$ cat config.mk
export PLATFORM = sky130hd
export DESIGN_NAME = dmem_arbiter
export DESIGN_NICKNAME = d
export VERILOG_FILES = /design/src/rtl/dmem_arb_pkg.sv /design/src/rtl/dmem_arb_chan.sv /design/src/rtl/dmem_arbiter.sv
export SDC_FILE = /design/constraint.sdc
export NUM_CORES = 1
export LEC_CHECK = 0
export CAP_MARGIN = 40
export CORE_AREA = 2 2 160 162
export DETAILED_ROUTE_END_ITERATION = 8
export DIE_AREA = 0 0 162 164
export PLACE_DENSITY = 0.47
export SKIP_CTS_REPAIR_TIMING = 1
export SYNTH_ARGS = -nofsm -noshare
export SYNTH_HDL_FRONTEND = slang
export SYNTH_SLANG_ARGS = --single-unit
$ cat constraint.sdc
create_clock -name clk -period 3.7 [get_ports clk]
set_input_delay 0.925 -clock clk [delete_from_list [all_inputs] [get_ports clk]]
set_output_delay 0.925 -clock clk [all_outputs]
set_load 0.01 [all_outputs]
$ cat src/rtl/dmem_arb_pkg.sv
// dmem_arbiter shared types: channel FSM state, port index, port count.
// Imported by dmem_arb_chan and dmem_arbiter.
package dmem_arb_pkg;

  localparam int NPORT = 2;

  typedef enum logic {
    IDLE = 1'b0,
    HOLD = 1'b1
  } arb_state_e;

  typedef logic port_t;

endpackage

$ cat src/rtl/dmem_arb_chan.sv
// One arbitrated channel: winner select, grant hold while target stalls.
// Ports: clk, resetb, req[1:0], m_valid in; m_ready, win, acc[1:0] out.
module dmem_arb_chan
  import dmem_arb_pkg::*;
#(
  parameter int FIXED_PRIO = 0
) (
  input  logic             clk,
  input  logic             resetb,
  input  logic [NPORT-1:0] req,
  input  logic             m_valid,
  output logic             m_ready,
  output port_t            win,
  output logic [NPORT-1:0] acc
);

  arb_state_e state_q, state_d;
  port_t      gnt_q, gnt_d;
  port_t      pri_q, pri_d;
  logic       xfer;

  always_ff @(posedge clk or negedge resetb) begin
    if (!resetb) begin
      state_q <= IDLE;
      gnt_q   <= 1'b0;
      pri_q   <= 1'b0;
    end else begin
      state_q <= state_d;
      gnt_q   <= gnt_d;
      pri_q   <= pri_d;
    end
  end

  always_comb begin
    state_d = state_q;
    gnt_d   = gnt_q;
    pri_d   = pri_q;
    win     = 1'b0;
    acc     = '0;

    unique case (state_q)
      IDLE: begin
        if (req[0] && req[1]) begin
          win = (FIXED_PRIO != 0) ? 1'b0 : pri_q;
        end else begin
          win = req[1];
        end
      end
      HOLD: win = gnt_q;
      default: win = 1'b0;
    endcase

    m_ready  = req[win];
    xfer     = m_ready && m_valid;
    acc[win] = xfer;

    unique case (state_q)
      IDLE: begin
        if (xfer) begin
          pri_d = ~win;
        end else if (m_ready) begin
          state_d = HOLD;
          gnt_d   = win;
        end
      end
      HOLD: begin
        if (xfer) begin
          state_d = IDLE;
          pri_d   = ~gnt_q;
        end else if (!req[gnt_q]) begin
          // requester abandoned its grant: release, keep pri
          state_d = IDLE;
        end
      end
      default: state_d = IDLE;
    endcase
  end

endmodule

$ cat src/rtl/dmem_arbiter.sv
// Two-port data-memory arbiter: independent W/R channels, read return routing.
// Optional perf counters (perf_grant0/1, perf_conflict) with DMEM_ARB_PERF_EN.
module dmem_arbiter
  import dmem_arb_pkg::*;
#(
  parameter int FIXED_PRIO = 0,
  parameter int CNT_W      = 32
) (
  input  logic             clk,
  input  logic             resetb,
  input  logic             p0_wready,
  input  logic             p1_wready,
  output logic             p0_wvalid,
  output logic             p1_wvalid,
  input  logic [31:0]      p0_waddr,
  input  logic [31:0]      p0_wdata,
  input  logic [31:0]      p1_waddr,
  input  logic [31:0]      p1_wdata,
  input  logic [3:0]       p0_wstrb,
  input  logic [3:0]       p1_wstrb,
  input  logic             p0_rready,
  input  logic             p1_rready,
  output logic             p0_rvalid,
  output logic             p1_rvalid,
  input  logic [31:0]      p0_raddr,
  input  logic [31:0]      p1_raddr,
  output logic             p0_rresp,
  output logic             p1_rresp,
  output logic [31:0]      p0_rdata,
  output logic [31:0]      p1_rdata,
  output logic             m_wready,
  output logic             m_rready,
  input  logic             m_wvalid,
  input  logic             m_rvalid,
  output logic [31:0]      m_waddr,
  output logic [31:0]      m_wdata,
  output logic [31:0]      m_raddr,
  output logic [3:0]       m_wstrb,
`ifdef DMEM_ARB_PERF_EN
  output logic [CNT_W-1:0] perf_grant0,
  output logic [CNT_W-1:0] perf_grant1,
  output logic [CNT_W-1:0] perf_conflict,
`endif
  input  logic             m_rresp,
  input  logic [31:0]      m_rdata
);

  logic [NPORT-1:0] wreq, rreq;
  logic [NPORT-1:0] wacc, racc;
  port_t            wwin, rwin;
  port_t            rown_q;
  logic             rpend_q;

  assign wreq = {p1_wready, p0_wready};
  assign rreq = {p1_rready, p0_rready};

  dmem_arb_chan #(
    .FIXED_PRIO(FIXED_PRIO)
  ) u_w (
    .clk    (clk),
    .resetb (resetb),
    .req    (wreq),
    .m_valid(m_wvalid),
    .m_ready(m_wready),
    .win    (wwin),
    .acc    (wacc)
  );

  dmem_arb_chan #(
    .FIXED_PRIO(FIXED_PRIO)
  ) u_r (
    .clk    (clk),
    .resetb (resetb),
    .req    (rreq),
    .m_valid(m_rvalid),
    .m_ready(m_rready),
    .win    (rwin),
    .acc    (racc)
  );

  assign m_waddr = wwin ? p1_waddr : p0_waddr;
  assign m_wdata = wwin ? p1_wdata : p0_wdata;
  assign m_wstrb = wwin ? p1_wstrb : p0_wstrb;
  assign m_raddr = rwin ? p1_raddr : p0_raddr;

  assign p0_wvalid = wacc[0];
  assign p1_wvalid = wacc[1];
  assign p0_rvalid = racc[0];
  assign p1_rvalid = racc[1];

  always_ff @(posedge clk or negedge resetb) begin
    if (!resetb) begin
      rown_q  <= 1'b0;
      rpend_q <= 1'b0;
    end else begin
      rpend_q <= |racc;
      if (|racc) rown_q <= rwin;
    end
  end

  always_comb begin
    p0_rdata = '0;
    p1_rdata = '0;
    p0_rresp = 1'b0;
    p1_rresp = 1'b0;
    if (rpend_q) begin
      if (rown_q) begin
        p1_rdata = m_rdata;
        p1_rresp = m_rresp;
      end else begin
        p0_rdata = m_rdata;
        p0_rresp = m_rresp;
      end
    end
  end

`ifdef DMEM_ARB_PERF_EN
  always_ff @(posedge clk or negedge resetb) begin
    if (!resetb) begin
      perf_grant0   <= '0;
      perf_grant1   <= '0;
      perf_conflict <= '0;
    end else begin
      perf_grant0   <= perf_grant0
                     + CNT_W'(wacc[0])
                     + CNT_W'(racc[0]);
      perf_grant1   <= perf_grant1
                     + CNT_W'(wacc[1])
                     + CNT_W'(racc[1]);
      perf_conflict <= perf_conflict
                     + CNT_W'(&wreq)
                     + CNT_W'(&rreq);
    end
  end
`endif

endmodule

==> flow_metrics.tcl <==
set metrics [dict create \
    ff2ff_path_depth 4 \
    maxSlewViolCount 0 \
    cp_max_fo 9 \
    top_usage_layer "met2" \
    cp_slowest_stage_delay_ps 490 \
    synthArstFlopShare_pct 100 \
    hold_class "reg2reg" \
    synth_flop_cell "dfrtp_1" \
    finalHoldViolCount 0 \
    synthAdderAreaFrac_pct 0 \
    p_total_uw 1920 \
    routed_wl_um 16300 \
    final_antenna_net_count 0 \
    routed-via-count 3546 \
    remaining_drc_errors 0 \
    core.rowCount 58 \
    io_pins 413 \
    dp.cells 977 \
    synth.distinct_cells 29 \
    cts_buffers 3 \
    dp_hpwl_um 13800 \
    critPathTopFamily "buffers and inverters" \
    overflow 0 \
    grt_pass1_vias 3480 \
    synth_top_area_share_pct 42.1 \
    insertion_delay_ps 230 \
    p_leak_uw 0.00383 \
    dr.pass1.iters 4 \
    die_w_um 162 \
    grt_max_degree 35 \
    crit_path_end_kind "primary output" \
    fp.coreArea_um2 24800 \
    setup_tns_ps 0 \
    drt-initial-drc-count 96 \
    maxCapViolCount 0 \
    reg2reg_setup_slack_ps 2460 \
    synth_compound_area_share_pct 6.30 \
    nets 908 \
    synth_top_family_by_area "multiplexers" \
    antenna_found_initial 1 \
    fill_cells 2584 \
    yosys_register_bits 8 \
    synth_area_leaders "mux2_4 42%, mux2_1 15%, and2_1 9.0%" \
    rsz0062_at_grt "no" \
    period_share_pct 98.7 \
    cp_num_buf_inv 5 \
    synthTopCellsByCount "68 x mux2_4, 35 x and2_1, 34 x and3_1" \
    synth-seq-area-share_pct 8.26 \
    root_buffer "clkbuf_16" \
    portBuffers 412 \
    irDropWorstVdd_v 0.000107 \
    period_needed_ps 3650 \
    grt_pass1_wl_um 21700 \
    area_growth_pct 209 \
    met1_usage_pct 11.2 \
    tritoncts "yes" \
    clk_pin_slew_worst_paths_ps 40 \
    grt.total_usage_pct 10.6 \
    worstMarginPinSlew_ps 402 \
    use_met3_pct 2.95 \
    slew-limit-headroom_pct 73.2 \
    diodes 0 \
    ctsLongestPathBuffers 2 \
    initial_utilization_pct 9.77 \
    synth.net_count 479 \
    yosys.area_share.simple_pct 20.8 \
    startpoint "p0_wready" \
    die_y_um 164 \
    path_cells "clkdlybuf4s50_1 > nand2b_1 > a22o_4 > buf_4 > buf_12 > buf_4 > mux2_4 > dlymetal6s2s_1" \
    syn-cell-area_um2 2420 \
    critPathMostFrequentCell "buf_4" \
    synthXorXnorAreaFrac_pct 0 \
    fin_skew_ps 1.41 \
    syn_inst 238 \
    critPathCapture "m_waddr[21]" \
    crit_cells 8 \
    yosysWarnings 0 \
    power_density_nw_per_um2 256 \
    slowest_stage "clkdlybuf4s50_1" \
    via_per_inst 3.56 \
    drive_gt1_share_pct 17.1 \
    synth.most_common_cell "mux2_4" \
    wire_per_inst_um 16.4 \
    reg2reg_to "u_w.pri_q$_DFFE_PN0P_" \
    synthMuxAreaShare_pct 57.8 \
    fmax_mhz 274 \
    cts_sinks 8 \
    status "completed" \
    met2_usage_pct 21.0 \
    layout.cells.non_filler 995 \
    finalSetupViolations 0 \
    r2r_start "u_w.state_q$_DFF_PN0_" \
    fp.dieArea_um2 26600 \
    required_ps 2770 \
    htree_levels 1 \
    synth-edff-count 0 \
    critPathKind "in2out" \
    yosysTopAreaCell "mux2_4" \
    gp_congestion 0.781 \
    cp.arrival_ps 2730 \
    start_kind "primary input" \
    syn_area_per_cell_um2 10.2 \
]
## layout make-up
type / instances / area, µm² / share of cell area, %
flip-flops and latches: 8 / 200 / 2.68
inverters: 2 / 7.51 / 0.100
well taps: 330 / 413 / 5.52
repair buffers: 444 / 4690 / 62.6
multi-input cells: 208 / 2100 / 28.1
clock buffers: 3 / 75.1 / 1.00
## per-layer routing
layer,vias up,share of wire (%)
met5,-,0
met4,0,1.5
met3,12,9.4
met2,208,54
met1,1598,36
li1,1728,-
## registers in the layout, summed over array words and instances, names as in the netlist
name,cells
u_w.state_q,1
u_r.gnt_q,1
u_w.pri_q,1
u_w.gnt_q,1
u_r.state_q,1
rown_q,1
u_r.pri_q,1
rpend_q,1
## through the flow
stage | worst slack, ps | cell area (µm²) | hold WS, ps | util (%)
after detailed placement | -120 | 7020 | 547 | 28.3
after global routing | 1.99 | 7480 | 657 | 30.1
after CTS | -130 | 7100 | 556 | 28.6
after global placement | -117 | 7020 | 555 | 28.3
final | 47.9 | 7480 | 601 | 30.1
after floorplan | 889 | 2420 | 479 | -
## logic make-up after synthesis
kind of cell / after synthesis
mux: 102
simple gates: 83
buf+inv: 23
compound gates: 22
flops: 8
## cell usage in the layout, fill, tap and decap left out
master,n
mux2i_1,2
a21oi_1,10
o21ba_1,1
dlymetal6s2s_1,91
a31o_2,1
clkbuf_2,4
nor2b_1,1
a31oi_1,1
a21boi_2,1
and3_1,34
nand3_1,1
dfrtp_1,8
o21ai_4,1
and2_1,35
buf_6,1
a2bb2oi_2,1
mux2_4,68
inv_1,2
a22o_4,2
clkdlybuf4s50_1,317
nor2b_4,1
buf_4,23
nand2b_1,2
nor2_1,4
mux2_1,32
o21ai_0,2
a211oi_1,2
and2b_1,1
clkbuf_16,5
buf_12,6
nand2_1,3
o2111a_1,1
nor3b_1,1
## worst min path at each step
stage / from / end / cells after the start / slack [ps]
after detailed placement: u_w.gnt_q$_DFFE_PN0P_ / u_w.pri_q$_DFFE_PN0P_ / 1 / 550
after global placement: u_w.gnt_q$_DFFE_PN0P_ / u_w.pri_q$_DFFE_PN0P_ / 1 / 560
after CTS: u_w.gnt_q$_DFFE_PN0P_ / u_w.pri_q$_DFFE_PN0P_ / 1 / 560
after global routing: u_r.state_q$_DFF_PN0_ / u_r.state_q$_DFF_PN0_ / 1 / 660
after floorplan: u_w.gnt_q$_DFFE_PN0P_ / u_w.pri_q$_DFFE_PN0P_ / 1 / 480
final: u_r.pri_q$_DFFE_PN0P_ / u_r.pri_q$_DFFE_PN0P_ / 2 / 600
## report_power, final
part	leakage [µW]	switching [µW]	internal [µW]
Combinational	0.00369	564	1030
Clock	0.0000370	39.5	139
Sequential	0.0000960	35.1	110
## worst register-to-register path, stage by stage, from the launching register on
cell and delay (ps):
dfrtp_1 580, nor2b_4 100, buf_4 150, a31o_2 230
a21oi_1 110
Power figures use the tool's default switching activity.
